$ cat src/rtl/jump_ctrl.sv
// jump_ctrl: vertical-motion controller for the player sprite.
// A free-running divider produces the physics tick; a rise/fall state machine
// turns an accepted jump (launch velocity = i_height) into per-tick Y updates
// under constant gravity. Screen Y grows downward, so rising subtracts.
// Optional feature: define JUMP_DOUBLE_EN to enable a single air-jump credit
// that lets one extra jump be taken while in RISE or FALL.
module jump_ctrl #(
    parameter int TICK_DIV = 833333,
    parameter int GROUND_Y = 400,
    parameter int Y_W      = 10,
    parameter int GRAVITY  = 1
) (
    input  logic           clk,
    input  logic           rst,
    input  logic           i_jump,
    input  logic [4:0]     i_height,
    output logic [Y_W-1:0] o_y,
    output logic           o_airborne,
    output logic           o_apex,
    output logic           o_landed,
    output logic           o_tick
);

    localparam int CNT_W = $clog2(TICK_DIV);
    localparam int YX_W  = Y_W + 1;

    localparam logic [CNT_W-1:0] CNT_LAST = CNT_W'(TICK_DIV - 1);
    // Gravity above the velocity range behaves like 31: apex on the first
    // rise tick and full-speed fall.
    localparam logic [4:0]       GRAV_V   = (GRAVITY > 31) ? 5'd31 : 5'(GRAVITY);
    localparam logic [Y_W-1:0]   GROUND   = Y_W'(GROUND_Y);
    localparam logic [YX_W-1:0]  GROUND_X = YX_W'(GROUND_Y);

    localparam logic [1:0] ST_IDLE = 2'd0;
    localparam logic [1:0] ST_RISE = 2'd1;
    localparam logic [1:0] ST_FALL = 2'd2;

    logic [CNT_W-1:0] tick_cnt;
    logic             tick;

    logic [1:0]       state, state_n;
    logic [Y_W-1:0]   y, y_n;
    logic [4:0]       v, v_n;
    logic             apex_q, apex_n;
    logic             landed_q, landed_n;

    logic             jump_ok;
    logic             mid_jump;
    logic [Y_W-1:0]   v_ext;
    logic [Y_W-1:0]   y_rise;
    logic [5:0]       v_sum;
    logic [4:0]       v_fall;
    logic [YX_W-1:0]  y_fall;

    assign tick = (tick_cnt == CNT_LAST);

    // Physics-step divider: counts 0..TICK_DIV-1 and wraps.
    always_ff @(posedge clk or posedge rst) begin
        // NOTE: registered state is always assigned non-blocking so every
        // flop samples the pre-edge values of its neighbours.
        if (rst) begin
            tick_cnt <= '0;
        end else if (tick) begin
            tick_cnt <= '0;
        end else begin
            tick_cnt <= tick_cnt + CNT_W'(1);
        end
    end

    assign jump_ok = i_jump & (i_height != 5'd0);

    // Rise step: move up by V, clamped at the top of the screen.
    assign v_ext  = Y_W'(v);
    assign y_rise = (y >= v_ext) ? (y - v_ext) : '0;

    // Fall step: speed up by gravity (capped at 31), then move down; the
    // extra sum bit keeps a near-bottom Y from wrapping before the compare.
    assign v_sum  = {1'b0, v} + {1'b0, GRAV_V};
    assign v_fall = v_sum[5] ? 5'd31 : v_sum[4:0];
    assign y_fall = {1'b0, y} + YX_W'(v_fall);

`ifdef JUMP_DOUBLE_EN
    logic air_credit;

    assign mid_jump = air_credit & jump_ok & (state != ST_IDLE);

    // Air-jump credit: granted on launch, spent on the air jump, dropped on landing.
    always_ff @(posedge clk or posedge rst) begin
        if (rst) begin
            air_credit <= 1'b0;
        end else if ((state == ST_IDLE) && jump_ok) begin
            air_credit <= 1'b1;
        end else if (mid_jump || landed_n) begin
            air_credit <= 1'b0;
        end
    end
`else
    assign mid_jump = 1'b0;
`endif

    // Next-state logic for the rise/fall machine and its status pulses.
    always_comb begin
        // NOTE: every output gets a default first, so no path through the
        // case leaves a value unassigned and no latch is inferred.
        state_n  = state;
        y_n      = y;
        v_n      = v;
        apex_n   = 1'b0;
        landed_n = 1'b0;

        case (state)
            ST_IDLE: begin
                // Launch consumes the cycle; Y first moves on the next tick.
                if (jump_ok) begin
                    v_n     = i_height;
                    state_n = ST_RISE;
                end
            end
            ST_RISE, ST_FALL: begin
                if (mid_jump) begin
                    // Air jump beats a coincident tick: that step is skipped.
                    v_n     = i_height;
                    state_n = ST_RISE;
                end else if (tick && (state == ST_RISE)) begin
                    y_n = y_rise;
                    if (v <= GRAV_V) begin
                        v_n     = 5'd0;
                        state_n = ST_FALL;
                        apex_n  = 1'b1;
                    end else begin
                        v_n = v - GRAV_V;
                    end
                end else if (tick) begin
                    v_n = v_fall;
                    if (y_fall >= GROUND_X) begin
                        y_n      = GROUND;
                        v_n      = 5'd0;
                        state_n  = ST_IDLE;
                        landed_n = 1'b1;
                    end else begin
                        y_n = y_fall[Y_W-1:0];
                    end
                end
            end
            default: begin
                state_n = ST_IDLE;
                y_n     = GROUND;
                v_n     = 5'd0;
            end
        endcase
    end

    // Motion registers; reset puts the sprite straight back on the ground.
    always_ff @(posedge clk or posedge rst) begin
        if (rst) begin
            state    <= ST_IDLE;
            y        <= GROUND;
            v        <= 5'd0;
            apex_q   <= 1'b0;
            landed_q <= 1'b0;
        end else begin
            state    <= state_n;
            y        <= y_n;
            v        <= v_n;
            apex_q   <= apex_n;
            landed_q <= landed_n;
        end
    end

    assign o_y        = y;
    assign o_airborne = (state != ST_IDLE);
    assign o_apex     = apex_q;
    assign o_landed   = landed_q;
    assign o_tick     = tick;

endmodule
$ cat config.mk
export PLATFORM = sky130hd
export DESIGN_NAME = jump_ctrl
export DESIGN_NICKNAME = d
export VERILOG_FILES = /design/src/rtl/jump_ctrl.sv
export SDC_FILE = /design/constraint.sdc
export NUM_CORES = 1
export LEC_CHECK = 0
export ABC_CLOCK_PERIOD_IN_PS = 4100
export CAP_MARGIN = 20
export CORE_ASPECT_RATIO = 1.4
export CORE_UTILIZATION = 55
export CTS_CLUSTER_DIAMETER = 120
export DETAILED_ROUTE_END_ITERATION = 8
export PLACE_DENSITY = 0.76
export SYNTH_ARGS = -nofsm -noshare
export SYNTH_HDL_FRONTEND = slang
export SYNTH_SLANG_ARGS = --single-unit
$ cat constraint.sdc
create_clock -name clk -period 4.1 [get_ports clk]
set_input_delay 0.41 -clock clk [delete_from_list [all_inputs] [get_ports clk]]
set_output_delay 0.41 -clock clk [all_outputs]
set_load 0.005 [all_outputs]
==> impl_results.md <==
- Status: finished, final reports clean
- Reg-to-reg endpoint: o_y[4]$_DFFE_PP1P_
- Area grow syn2layout: 11.9%
- GPL Wtd Cong: 0.909
- Cts bufs inserted: 5
- Layout Skew: approximately 6.6 ps
- Final Hold Vio Count: 0
- CTS sink count: 39
- Worst path bufs/invs: 2
- Post-Syn Area: 0.00298 sq mm
- Die Y: between 80 and 90 microns
- Placed Area: 0.00322 sq mm
- Reg2reg setup slack: approximately 360 ps
- DIE AREA: 0.00571 sq mm
- I/O pin total: 22
- # port buffers: 21
- Worst path required time: roughly 4300 ps
- Post-CTS Hold Buffers: 0
- DP Wirelength: 5380 microns
- Critical path class: register to register
- Pre-CTS setup slack: 414 ps
- Worst VDD drop: 0.144 mV
- Yosys warns: 0
- Worst reg-to-reg path cell count: 12
- CP Data Arrival Time: 3980 ps
- DRT iter0 DRCs: 159
- Hold crit path type: primary input to asynchronous set/reset pin
- Post-CTS setup buffer count: 0
- Number of diodes: 0
- Core area: 0.00520 sq mm
- Crit path max-delay family: compound AO/OA/AOI/OAI gates
- CTS HTree Levels: 2
- CP max FO: 14
- Wirelength per Cell: 16.7 microns
- Synth Area per Inst: 8.68 sq um
- Worst slew pin tran: around 720 ps
- Yosys top cell area share: 0.303
- Net Count, Synth: 371
- Post-DR vias/cell: 6.19
- CTS tree: built
- Max_cap viols: 0
- Nets@finish: 390
- Min Hold Slack: 534 ps
- CP Cell Sequence: inv_1, o41ai_1, ha_1, inv_1, fa_1, nand2b_1, a21oi_1, o31ai_1, a211o_1, a31oi_4, nand3_1, o221a_2
- Distinct cells, synth: 64
- TNS Setup: 0 ps
- Final setup vio count: 0
- CP dominant cell by count: inv_1
- Number of fillers in the final layout: 462
- Vias post-DR: 2657
- Post-synth EDFFs: 0
- Max frequency: between 200 and 300 MHz
- Tmin final: 3740 ps
- Seq/Total Area, Yosys: 0.329
- Slew Viols, Final: 0
- Ratio of cells with drive above 1 in the final layout: 0.0771
- Async S/R FF share, synth: 1.00
- GRT Overall Usage: 0.274
- CP endpoint kind: register
- Pleak: around 1.5 nW
- Pwr dens: 220 mW/mm^2
- Post-route ant nets: 0
- Most used flip-flop cell after synthesis: dfrtp_1
- Vias in the first global route: 2548
- Final period util: 0.912
- Worst-path clk slew: approximately 80 ps
- RSZ-0062 raised after global routing: false
- Rows: 31
- Starting Density: 0.573
- DIE WIDTH: 64.2 microns
- Post-Route WL: 7150 microns
- Register bit total from synthesis: 39
- Final setup margin: approximately 360 ps
- Initial antenna violation count: 0
- Final cell area excluding filler cells: 0.00333 sq mm
- First-pass GRT wire length: 12000 microns
- Relative slew slack: 0.520
- CP max stage delay: 480 ps
- GRT Residual Overflow: 0
- Largest net degree at the start of global routing: 40
- Drc violations: 0
- Mapped Cells: around 340
- R2r startpoint: v[1]$_DFFE_PP0P_
- Dominant cells by area after synthesis: dfrtp_1, ha_1, nand3_1
- Synth area leader: dfrtp_1
- CP Launch Type: register
- CTS Buffer Depth: 2
- Clk_lat worst skew: 300 ps
- Max stage delay cell, worst path: o41ai_1
- CTS resizes: 0
- Drt first pass iters: 4
- Root buffer cell: clkbuf_8
[state kept, by name, indices dropped and copies added (netlist names)]
| name | cells |
|---|---|
| o_landed | 1 |
| o_y | 10 |
| tick_cnt | 20 |
| v | 5 |
| state | 2 |
| o_apex | 1 |
[power by group]
part	total [mW]	internal, mW	leakage (nW)	switching (mW)
clock network	0.331	0.181	0.0581	0.150
registers	0.384	0.384	0.488	0
logic	0.0160	0.00674	0.930	0.00927
total	0.731	0.572	1.48	0.159
[layer usage]
metal / GRT usage / up-vias / part of all wire
li1: - / 1287 / -
met1: 0.322 / 1312 / 0.42
met2: 0.507 / 48 / 0.53
met3: 0.0395 / 10 / 0.023
met4: 0.101 / 0 / 0.019
met5: 0 / - / 0
[tightest hold or removal path: cells and delay by family]
| family | cells | cell delay (ps) |
|---|---|---|
| buf+inv | 3 | 870 |
[worst max path at each step]
stage,startpoint,end,depth (start not counted)
global route,v[2]$_DFFE_PP0P_,o_y[4]$_DFFE_PP1P_,12
CTS,v[1]$_DFFE_PP0P_,o_y[4]$_DFFE_PP1P_,12
finish,v[1]$_DFFE_PP0P_,o_y[4]$_DFFE_PP1P_,12
detailed placement,v[2]$_DFFE_PP0P_,o_y[4]$_DFFE_PP1P_,12
floorplan,v[2]$_DFFE_PP0P_,state[1]$_DFFE_PP0P_,14
global placement,v[1]$_DFFE_PP0P_,o_y[4]$_DFFE_PP1P_,12
[cell usage after synthesis (4+ instances only)]
cell type and count:
a21oi_1 23, xnor2_1 13, or3_1 7, nand3_1 27
nand4_1 5, clkbuf_1 6, nand2_1 18, nor2_1 30
and2_1 6, ha_1 18, a221oi_1 5, and3_1 6
xor2_1 10, inv_1 24, nor3_1 8, a211oi_1 4
dfrtp_1 36, a22oi_1 5, o21ai_0 21
[cell usage in the layout, fill, tap and decap left out, types with 3 or more instances in the layout]
| master | Yosys | final |
|---|---|---|
| xnor2_1 | 13 | 13 |
| and3_1 | 6 | 6 |
| a211oi_1 | 4 | 4 |
| dfstp_2 | 3 | 3 |
| a21oi_1 | 23 | 23 |
| nand4_1 | 5 | 5 |
| and2_1 | 6 | 6 |
| nor2_1 | 30 | 30 |
| a22oi_1 | 5 | 5 |
| ha_1 | 18 | 18 |
| nand3_1 | 27 | 27 |
| or3_1 | 7 | 7 |
| or4_1 | 3 | 3 |
| clkbuf_8 | 1 | 5 |
| o31ai_1 | 3 | 3 |
| a31oi_1 | 3 | 3 |
| nor3_1 | 8 | 8 |
| nand2_1 | 18 | 18 |
| o21ai_0 | 21 | 21 |
| a221oi_1 | 5 | 5 |
| dfrtp_1 | 36 | 36 |
| inv_1 | 24 | 24 |
| nor4_1 | 3 | 3 |
| clkdlybuf4s50_1 | 0 | 21 |
| xor2_1 | 10 | 10 |
[cell type report]
| cell class | count | area (sq um) | share of cell area |
|---|---|---|---|
| multi-input combinational | 268 | 1840 | 0.551 |
| sequential | 39 | 980 | 0.294 |
| timing repair buffer | 23 | 225 | 0.0676 |
| inverter | 25 | 93.8 | 0.0282 |
| tap | 66 | 82.6 | 0.0248 |
| clock buffer | 5 | 68.8 | 0.0207 |
| clock inverter | 3 | 43.8 | 0.0132 |
[logic make-up (layout without fill, tap and decap cells)]
family                   Yosys count  in the layout  synth area share
flip-flops                        39             39             0.329
AO/OA/AOI/OAI                     87             87             0.194
adder cells (fa/ha/maj)           20             20            0.0891
multiplexers                       2              2           0.00673
buffers and inverters             36             56            0.0542
AND/OR/NAND/NOR                  136            136             0.259
XOR/XNOR                          23             23            0.0677
[metrics by stage]
stage	instances	utilization	power (mW)
final	429	0.641	0.731
after global routing	429	0.641	0.751
after CTS	429	0.641	0.736
after detailed placement	421	0.619	0.408
after global placement	421	0.619	0.408
after floorplan	343	-	0.398
Power figures use the tool's default switching activity.
